<file path="src/rtl/rob_commit_buffer.sv">
// In-order reorder buffer: allocates tags at the tail, gathers completions, retires the head in order.
// Define ROB_BYPASS_EN to let a same-cycle completion of the head retire immediately.

module rob_entry #(
  parameter int PHY_REG_BITS = 6,
  parameter int DATA_WIDTH   = 32
) (
  input  logic                    clk,
  input  logic                    rst_n,
  input  logic                    clr,
  input  logic                    wr,
  input  logic                    wr_uses_rw,
  input  logic [PHY_REG_BITS-1:0] wr_phy_rw,
  input  logic [PHY_REG_BITS-1:0] wr_old_phy,
  input  logic                    wr_is_branch,
  input  logic                    rel,
  input  logic                    cmpl_hit,
  input  logic [DATA_WIDTH-1:0]   cmpl_data,
  input  logic                    cmpl_mispred,
  output logic                    valid,
  output logic                    done,
  output logic                    uses_rw,
  output logic [PHY_REG_BITS-1:0] phy_rw,
  output logic [PHY_REG_BITS-1:0] old_phy,
  output logic                    is_branch,
  output logic                    mispred,
  output logic [DATA_WIDTH-1:0]   data
);
  // wr only targets an invalid slot, so it never collides with cmpl_hit (gated by valid)
  always_ff @(posedge clk) begin
    if (!rst_n || clr) begin
      valid <= 1'b0;
      done  <= 1'b0;
    end else if (wr) begin
      valid <= 1'b1;
      done  <= 1'b0;
    end else begin
      if (rel)      valid <= 1'b0;
      if (cmpl_hit) done  <= 1'b1;
    end
  end

  always_ff @(posedge clk) begin
    if (!rst_n) begin
      uses_rw   <= 1'b0;
      phy_rw    <= '0;
      old_phy   <= '0;
      is_branch <= 1'b0;
      mispred   <= 1'b0;
      data      <= '0;
    end else begin
      if (wr) begin
        uses_rw   <= wr_uses_rw;
        phy_rw    <= wr_phy_rw;
        old_phy   <= wr_old_phy;
        is_branch <= wr_is_branch;
      end
      if (cmpl_hit) begin
        mispred <= cmpl_mispred;
        data    <= cmpl_data;
      end
    end
  end
endmodule

module rob_commit_buffer #(
  parameter int ROB_DEPTH      = 16,
  parameter int ROB_DEPTH_BITS = 4,
  parameter int PHY_REG_BITS   = 6,
  parameter int DATA_WIDTH     = 32
) (
  input  logic                      clk,
  input  logic                      rst_n,
  input  logic                      alloc_valid,
  input  logic                      alloc_uses_rw,
  input  logic [PHY_REG_BITS-1:0]   alloc_phy_rw,
  input  logic [PHY_REG_BITS-1:0]   alloc_old_phy,
  input  logic                      alloc_is_branch,
  output logic                      alloc_ready,
  output logic [ROB_DEPTH_BITS-1:0] alloc_tag,
  input  logic                      cmpl_valid,
  input  logic [ROB_DEPTH_BITS-1:0] cmpl_tag,
  input  logic [DATA_WIDTH-1:0]     cmpl_data,
  input  logic                      cmpl_mispredict,
  output logic                      reg_wr_en,
  output logic [PHY_REG_BITS-1:0]   reg_wr_addr,
  output logic [DATA_WIDTH-1:0]     reg_wr_data,
  output logic [PHY_REG_BITS-1:0]   free_phy,
  output logic                      flush,
  output logic [ROB_DEPTH_BITS:0]   count,
  output logic                      empty
);
  localparam logic [ROB_DEPTH_BITS:0] FULL_CNT = (ROB_DEPTH_BITS+1)'(ROB_DEPTH);

  logic [ROB_DEPTH_BITS-1:0] head, tail;
  logic [ROB_DEPTH_BITS:0]   cnt;

  logic [ROB_DEPTH-1:0]                   e_valid, e_done, e_uses, e_br, e_mispred;
  logic [ROB_DEPTH-1:0][PHY_REG_BITS-1:0] e_phy, e_old;
  logic [ROB_DEPTH-1:0][DATA_WIDTH-1:0]   e_data;

  logic                  head_done, head_mispred;
  logic [DATA_WIDTH-1:0] head_data;
  logic                  retire, mispredict_retire, alloc_fire;

`ifdef ROB_BYPASS_EN
  logic byp_hit;
  assign byp_hit      = cmpl_valid && (cmpl_tag == head);
  assign head_done    = e_done[head] || byp_hit;
  assign head_data    = byp_hit ? cmpl_data       : e_data[head];
  assign head_mispred = byp_hit ? cmpl_mispredict : e_mispred[head];
`else
  assign head_done    = e_done[head];
  assign head_data    = e_data[head];
  assign head_mispred = e_mispred[head];
`endif

  assign retire            = e_valid[head] && head_done;
  assign mispredict_retire = retire && e_br[head] && head_mispred;
  // A retire in the same cycle does not open a slot while full
  assign alloc_ready       = (cnt < FULL_CNT) && !mispredict_retire;
  assign alloc_fire        = alloc_valid && alloc_ready;
  assign alloc_tag         = tail;
  assign count             = cnt;
  assign empty             = (cnt == '0);

  for (genvar i = 0; i < ROB_DEPTH; i++) begin : g_ent
    localparam logic [ROB_DEPTH_BITS-1:0] IDX = ROB_DEPTH_BITS'(i);
    rob_entry #(.PHY_REG_BITS(PHY_REG_BITS), .DATA_WIDTH(DATA_WIDTH)) u_ent (
      .clk          (clk),
      .rst_n        (rst_n),
      .clr          (mispredict_retire),
      .wr           (alloc_fire && (tail == IDX)),
      .wr_uses_rw   (alloc_uses_rw),
      .wr_phy_rw    (alloc_phy_rw),
      .wr_old_phy   (alloc_old_phy),
      .wr_is_branch (alloc_is_branch),
      .rel          (retire && (head == IDX)),
      .cmpl_hit     (cmpl_valid && (cmpl_tag == IDX) && e_valid[i]),
      .cmpl_data    (cmpl_data),
      .cmpl_mispred (cmpl_mispredict),
      .valid        (e_valid[i]),
      .done         (e_done[i]),
      .uses_rw      (e_uses[i]),
      .phy_rw       (e_phy[i]),
      .old_phy      (e_old[i]),
      .is_branch    (e_br[i]),
      .mispred      (e_mispred[i]),
      .data         (e_data[i])
    );
  end

  always_ff @(posedge clk) begin
    if (!rst_n || mispredict_retire) begin
      head <= '0;
      tail <= '0;
      cnt  <= '0;
    end else begin
      if (retire)     head <= head + 1'b1;
      if (alloc_fire) tail <= tail + 1'b1;
      case ({alloc_fire, retire})
        2'b10:   cnt <= cnt + 1'b1;
        2'b01:   cnt <= cnt - 1'b1;
        default: cnt <= cnt;
      endcase
    end
  end

  always_ff @(posedge clk) begin
    if (!rst_n) begin
      reg_wr_en   <= 1'b0;
      reg_wr_addr <= '0;
      reg_wr_data <= '0;
      free_phy    <= '0;
      flush       <= 1'b0;
    end else begin
      reg_wr_en <= retire && e_uses[head] && (e_phy[head] != '0);
      flush     <= mispredict_retire;
      if (retire) begin
        reg_wr_addr <= e_phy[head];
        reg_wr_data <= head_data;
        free_phy    <= e_old[head];
      end
    end
  end
endmodule

</file>
<file path="config.mk">
export PLATFORM = sky130hd
export DESIGN_NAME = rob_commit_buffer
export DESIGN_NICKNAME = d
export VERILOG_FILES = /design/src/rtl/rob_commit_buffer.sv
export SDC_FILE = /design/constraint.sdc
export NUM_CORES = 2
export LEC_CHECK = 0
export CORE_MARGIN = 3
export CORE_UTILIZATION = 35
export CTS_BUF_LIST = sky130_fd_sc_hd__clkbuf_8
export CTS_CLUSTER_DIAMETER = 30
export CTS_CLUSTER_SIZE = 30
export DETAILED_ROUTE_END_ITERATION = 10
export PLACE_DENSITY_LB_ADDON = 0.15
export SLEW_MARGIN = 40
export SYNTH_ARGS = -nofsm -noshare
export SYNTH_HDL_FRONTEND = slang
export SYNTH_HIERARCHICAL = 1
export SYNTH_SLANG_ARGS = --single-unit
</file>
<file path="constraint.sdc">
create_clock -name clk -period 10.5 [get_ports clk]
set_clock_uncertainty 0.05 [all_clocks]
set_input_delay 2.1 -clock clk [delete_from_list [all_inputs] [get_ports clk]]
set_output_delay 2.1 -clock clk [all_outputs]
set_load 0.1 [all_outputs]
</file>
==> impl_metrics.sql <==
INSERT INTO impl_metrics (metric_group, metric, value, unit) VALUES
('run_status', 'status', 'complete, no violations', ''),
('synthesis', 'post_synthesis_sequential_area_ratio', '42.9', '%'),
('finish', 'leading_cell_types_in_the_layout_fill_and_taps_excluded', 'dfxtp_1, nor2b_1, mux2i_1', ''),
('finish', 'layout-area-overhead-vs-synth', '14.6', '%'),
('detailed_routing', 'post_drt_wl_per_cell', '21.6', 'um'),
('power', 'totalPowerFinal', '8.04', 'mW'),
('placement', 'gp_routability_congestion', '0.765', ''),
('detailed_routing', 'ant_nets', '0', ''),
('floorplan', 'die-area', '116000', 'sq um'),
('detailed_routing', 'drt-total-wl', '109000', 'um'),
('critical_path', 'critical_path.endpoint_type', 'primary output', ''),
('finish', 'proportion_of_layout_cells_with_a_drive_suffix_above_1', '21.7', '%'),
('clock_network', 'master_cell_of_the_clock_root_buffer', 'clkbuf_8', ''),
('detailed_routing', 'detail_route.vias_per_cell', '4.93', ''),
('finish', 'finish.net_count', '3458', ''),
('synthesis', 'synth_area_per_cell', '12.0', 'sq um'),
('clock_network', 'clk_latency', '0.85', 'ns'),
('finish', 'area.sequential', '16900', 'sq um'),
('power', 'cellPowerDensity', '178', 'nW/um^2'),
('grt', 'globalRouteOverflowTotal', '0', ''),
('flow_run', 'max-cap-violations', '0', ''),
('critical_path', 'crit_path_max_fanout', '23', ''),
('synthesis', 'yosys.cell_types.count', '56', ''),
('synthesis', 'synth-xor-area-share', '0.178', '%'),
('finish', 'fillers', '10600', ''),
('synthesis', 'dominantRegCellSynth', 'dfxtp_1', ''),
('synthesis', 'combined_area_of_all_synthesized_cells', '39300', 'sq um'),
('timing', 'unrepaired_setup_endpoints_after_global_routing', 'false', ''),
('synthesis', 'synthesis.instances', '3276', ''),
('floorplan', 'dieWidth', '341', 'um'),
('grt', 'grt.total_usage', '18.7', '%'),
('power', 'power.ir.vdd_worst', '0.107', 'mV'),
('clock_network', 'clock_tree_buffer_depth', '3', ''),
('grt', 'grt_antenna_before_repair', '11', ''),
('floorplan', 'design.core.area', '111000', 'sq um'),
('detailed_routing', 'detail_route.iter0.violations', '1155', ''),
('timing', 'period_share', '64.9', '%'),
('synthesis', 'synth-warning-count', '6', ''),
('timing', 'timing_hold_violations_final', '0', ''),
('grt', 'grt_pass1_wl', '167000', 'um'),
('synthesis', 'synth-compound-area-share', '2.11', '%'),
('timing', 'worst-slew-pin-transition', '0.867', 'ns'),
('timing', 'max_freq', '0.147', 'GHz'),
('clock_network', 'cts_hold_repair.buffers', '0', ''),
('grt', 'via_count_of_the_first_global_routing_pass', '26600', ''),
('clock_network', 'clk_transition_reported_paths', '0.05', 'ns'),
('floorplan', 'floorplan.die.height', '341', 'um'),
('synthesis', 'synth-edff-count', '0', ''),
('timing', 'finalCriticalPeriod', '6.82', 'ns'),
('critical_path', 'timing.critical_path.required', '8.35', 'ns'),
('critical_path', 'worst_setup_path_start_kind', 'register', ''),
('critical_path', 'worstReg2RegStart', 'head[2]$_SDFFE_PP0P_', ''),
('clock_network', 'cts_tree', 'yes', ''),
('synthesis', 'synthMuxAreaShare', '32.2', '%'),
('timing', 'setup_viol_count_final', '0', ''),
('finish', 'multi_input_area', '20000', 'sq um'),
('clock_network', 'level_count_of_the_clock_h_tree', '4', ''),
('grt', 'grt_max_degree', '162', ''),
('synthesis', 'syn-num-nets', '3344', ''),
('clock_network', 'cts_setup_buffers', '0', ''),
('critical_path', 'worst_ep_arrival_time', '4.67', 'ns'),
('synthesis', 'ys_async_sr_fraction', '0', '%'),
('synthesis', 'synth_simple_gate_area_share', '15.8', '%'),
('synthesis', 'synth_top_family_by_area', 'multiplexers', ''),
('detailed_routing', 'dr.pass1.iters', '4', ''),
('detailed_routing', 'vias', '24900', ''),
('timing', 'timing.max_slew.rel_slack', '42.2', '%'),
('critical_path', 'critPathKind', 'reg -> out', ''),
('placement', 'hpwl', '62500', 'um'),
('critical_path', 'critical_path.max_stage_delay', '0.82', 'ns'),
('synthesis', 'synth_seq_cells', '843', '');
[area by class of cell]
class / count / area share (%)
well taps: 1488 / 4.13
multi-input cells: 2151 / 44.4
inverters: 28 / 0.247
repair buffers: 154 / 2.85
clock buffers: 255 / 7.79
clock inverters: 132 / 3.04
diodes: 6 / 0.0333
flip-flops and latches: 843 / 37.5
[metal layers]
layer / wire [um] / vias up / share of wire [%] / global-route usage (%)
met5: 39 / - / 0.036 / 0
met4: 2280 / 6 / 2.1 / 5.84
met3: 4890 / 185 / 4.5 / 3.89
met2: 52100 / 468 / 48 / 30.7
met1: 50100 / 12500 / 46 / 24.7
li1: - / 11700 / - / -
[power breakdown]
part | internal [mW] | total (mW) | switching, mW
combinational | 0.121 | 0.303 | 0.183
sequential | 3.22 | 3.23 | 0.0149
clock | 2.85 | 4.50 | 1.66
total | 6.19 | 8.04 | 1.85
[kinds of logic after synthesis]
kind of cell,after synthesis
simple gates,1047
mux,982
flops,843
buf+inv,282
compound gates,101
fa+ha+maj,13
xor+xnor,8
[critical path: cells and delay by family, from the launching register on]
family | cells | cell delay, ns
buf+inv | 2 | 0.78
simple gates | 2 | 0.85
mux | 2 | 1.36
flops | 1 | 0.80
[metrics by stage]
stage	util, %	instance area [sq um]	cells	hold slack (ns)	setup slack (ns)
2_1_floorplan	-	39300	3276	0.403	5.27
3_3_place_gp	36.3	40300	4659	0.394	3.64
3_5_place_dp	36.1	40100	4662	0.399	4.54
4_1_cts	40.5	45000	5049	0.406	3.58
5_1_grt	40.6	45000	5053	0.433	3.42
6_report	40.6	45000	5057	0.404	3.68
[cells in the mapped netlist, types with 5 or more instances]
| cell | instances | share of area (%) |
|---|---|---|
| buf_1 | 15 | 0.14 |
| dfxtp_1 | 843 | 43 |
| nor2_1 | 49 | 0.47 |
| and3_1 | 26 | 0.41 |
| ha_1 | 12 | 0.38 |
| inv_1 | 24 | 0.23 |
| a21boi_1 | 17 | 0.32 |
| buf_2 | 90 | 1.1 |
| buf_8 | 17 | 0.65 |
| o211ai_1 | 5 | 0.096 |
| mux4_2 | 227 | 13 |
| nor2b_1 | 757 | 12 |
| and2_1 | 22 | 0.35 |
| clkbuf_1 | 45 | 0.43 |
| nand2_1 | 89 | 0.85 |
| mux2i_1 | 754 | 19 |
| nand3_1 | 6 | 0.076 |
| a21boi_2 | 29 | 0.83 |
| a22oi_1 | 10 | 0.19 |
| buf_12 | 51 | 2.6 |
| nand2_2 | 29 | 0.46 |
| a21oi_1 | 22 | 0.28 |
| xnor2_1 | 5 | 0.11 |
| nor3_1 | 16 | 0.20 |
| nand2b_1 | 33 | 0.53 |
| buf_6 | 36 | 1.0 |
[state kept, by name, summed over array words and instances, names as in the netlist, 4 cells and up]
| name | count |
|---|---|
| g_ent.u_ent/phy_rw | 96 |
| head | 4 |
| g_ent.u_ent/old_phy | 96 |
| g_ent.u_ent/valid | 16 |
| free_phy | 6 |
| g_ent.u_ent/uses_rw | 16 |
| g_ent.u_ent/data | 512 |
| g_ent.u_ent/is_branch | 16 |
| g_ent.u_ent/mispred | 16 |
| g_ent.u_ent/done | 16 |
| reg_wr_addr | 6 |
| count | 5 |
| alloc_tag | 4 |
| reg_wr_data | 32 |
[final timing paths]
| path | end | slack [ns] | cells after the start |
|---|---|---|---|
| setup / recovery | alloc_ready | 3.68 | 6 |
| hold / removal | free_phy[5]$_SDFFE_PN0P_ | 0.40 | 2 |
| setup reg to reg | count[4]$_SDFFE_PP0P_ | 5.55 | 13 |
| hold reg to reg | free_phy[5]$_SDFFE_PN0P_ | 0.40 | 2 |
Note: power is estimated with default switching activity, not from simulation.
==> variant: new RTL, same settings <==
`PHY_REG_BITS` is set to 6 in 2 places; all go to 8.
--- a/src/rtl/rob_commit_buffer.sv
+++ b/src/rtl/rob_commit_buffer.sv
@@ -2,7 +2,7 @@
 // Define ROB_BYPASS_EN to let a same-cycle completion of the head retire immediately.
 
 module rob_entry #(
-  parameter int PHY_REG_BITS = 6,
+  parameter int PHY_REG_BITS = 8,
   parameter int DATA_WIDTH   = 32
 ) (
   input  logic                    clk,
@@ -66,7 +66,7 @@
 module rob_commit_buffer #(
   parameter int ROB_DEPTH      = 16,
   parameter int ROB_DEPTH_BITS = 4,
-  parameter int PHY_REG_BITS   = 6,
+  parameter int PHY_REG_BITS   = 8,
   parameter int DATA_WIDTH     = 32
 ) (
   input  logic                      clk,
Interface: changed (resized alloc_old_phy, alloc_phy_rw, free_phy and reg_wr_addr); port bits go from 112 to 120. The function was not compared with the original's and may differ.
==> variant against the unedited design <==
- maximum frequency down 1.4%
- worst hold slack better by 0.017 ns
- critical path type unchanged
- sequential cell count up 68
- highest routed layer unchanged
- power up 12%
- first-iteration DRC count up 27%
- final area up 9.4%
- setup slack worse by 0.10 ns
- non-clock buffer count up 34
- routed wire length up 10%
- synthesized area up 6.3%
==> variant: results (changes against the unedited design) <==
Power and ir drop
  – Power Clock: 5200 uW (+16%)
  – Part of the power in registers: 38.9% (-1.3 points)
  – Psw: 2080 uW (+13%)

Critical path
  – Worst path max stage delay: 0.77 ns (-0.05 ns)
  – Reg2Reg Depth: 14 (+1)
  – Crit path from: head[0]
  – R2R Path Start: head[1]
  – Slowest-stage cell, CP: dfxtp_4
  – Crit-path max FO: 55 (+140%)
  – Top cell family by delay on the critical path: compound AO/OA/AOI/OAI gates

Finish
  – Multi-input logic area: 21600 um^2 (+7.8%)
  – Final #Nets: 3744 (+8.3%)
  – Fillers: 11400 (+7.2%)

Place
  – HPWL Detailed: 67300 um (+7.6%)
  – RePlAce Congestion: 0.744 (-2.8%)

GRT
  – Vias in the first global route: 27700 (+3.9%)
  – GRT Overall Usage: 19.5% (+0.81 points)

Drt
  – Vias: 26700 (+7.0%)
  – Pre-Repair DR Iteration Count: 5 (+1)
  – Drt total wl: 121000 um (+10%)

Synthesis
  – Count of cell types in the netlist: 52 (-7.1%)
  – Post-synthesis sequential area ratio: 43.6% (+0.70 points)

Min path
  – Hold path endpoint: reg_wr_data[6]
  – HP Start: reg_wr_data[6]

Run status
  – Outcome: complete, no violations

Clocking
  – Worst-skew pair later-pin latency: 0.93 ns (+0.08 ns)
[variant: changes by cell type in the layout (fill, tap and decap cells not counted), moves of 52 or more]
cell     delta
dfxtp_1    +68
a21oi_1    +52
mux2i_1    +66
nor2b_1    +66
nand3_1    +53
nand2_1    -57
[variant: per-stage QoR]
stage,setup slack [ns],cell area [um^2],cells,utilization (%),power (uW)
after floorplan,5.28,41800,3520,-,3720
after global placement,3.48,43400,4948,36.7,3850
after detailed placement,4.18,43600,4974,36.9,3850
after CTS,3.13,49300,5408,41.7,9110
after global routing,3.18,49300,5411,41.7,9310
final,3.58,49300,5413,41.7,8970
[variant: area by class of cell]
cell class,instances,area share (%)
multi-input combinational,2315,43.8
sequential,911,37.0
clock buffer,270,7.54
tap,1536,3.90
clock inverter,164,3.87
timing repair buffer,188,3.68
inverter,24,0.195
antenna,5,0.0254
[variant: logic make-up (layout without fill, tap and decap cells)]
| group | Yosys count | count (layout) | share of synthesized area, % |
|---|---|---|---|
| AO/OA/AOI/OAI | 152 | 152 | 2.06 |
| other | 0 | 5 | 0 |
| AND/OR/NAND/NOR | 1075 | 1075 | 15.5 |
| XOR/XNOR | 8 | 8 | 0.168 |
| adder cells (fa/ha/maj) | 13 | 13 | 0.407 |
| multiplexers | 1067 | 1067 | 33.0 |
| buffers and inverters | 294 | 646 | 5.27 |
| flip-flops | 911 | 911 | 43.6 |
[variant: routing by layer]
| layer | share of wire [%] | vias to the layer above | wire (um) | track usage [%] |
|---|---|---|---|---|
| met2 | 47 | 537 | 56400 | 31.4 |
| met5 | 0.072 | - | 87 | 0 |
| met3 | 4.3 | 203 | 5220 | 4.10 |
| met1 | 47 | 13100 | 56300 | 26.1 |
| li1 | - | 12800 | - | - |
| met4 | 2.3 | 12 | 2770 | 6.57 |
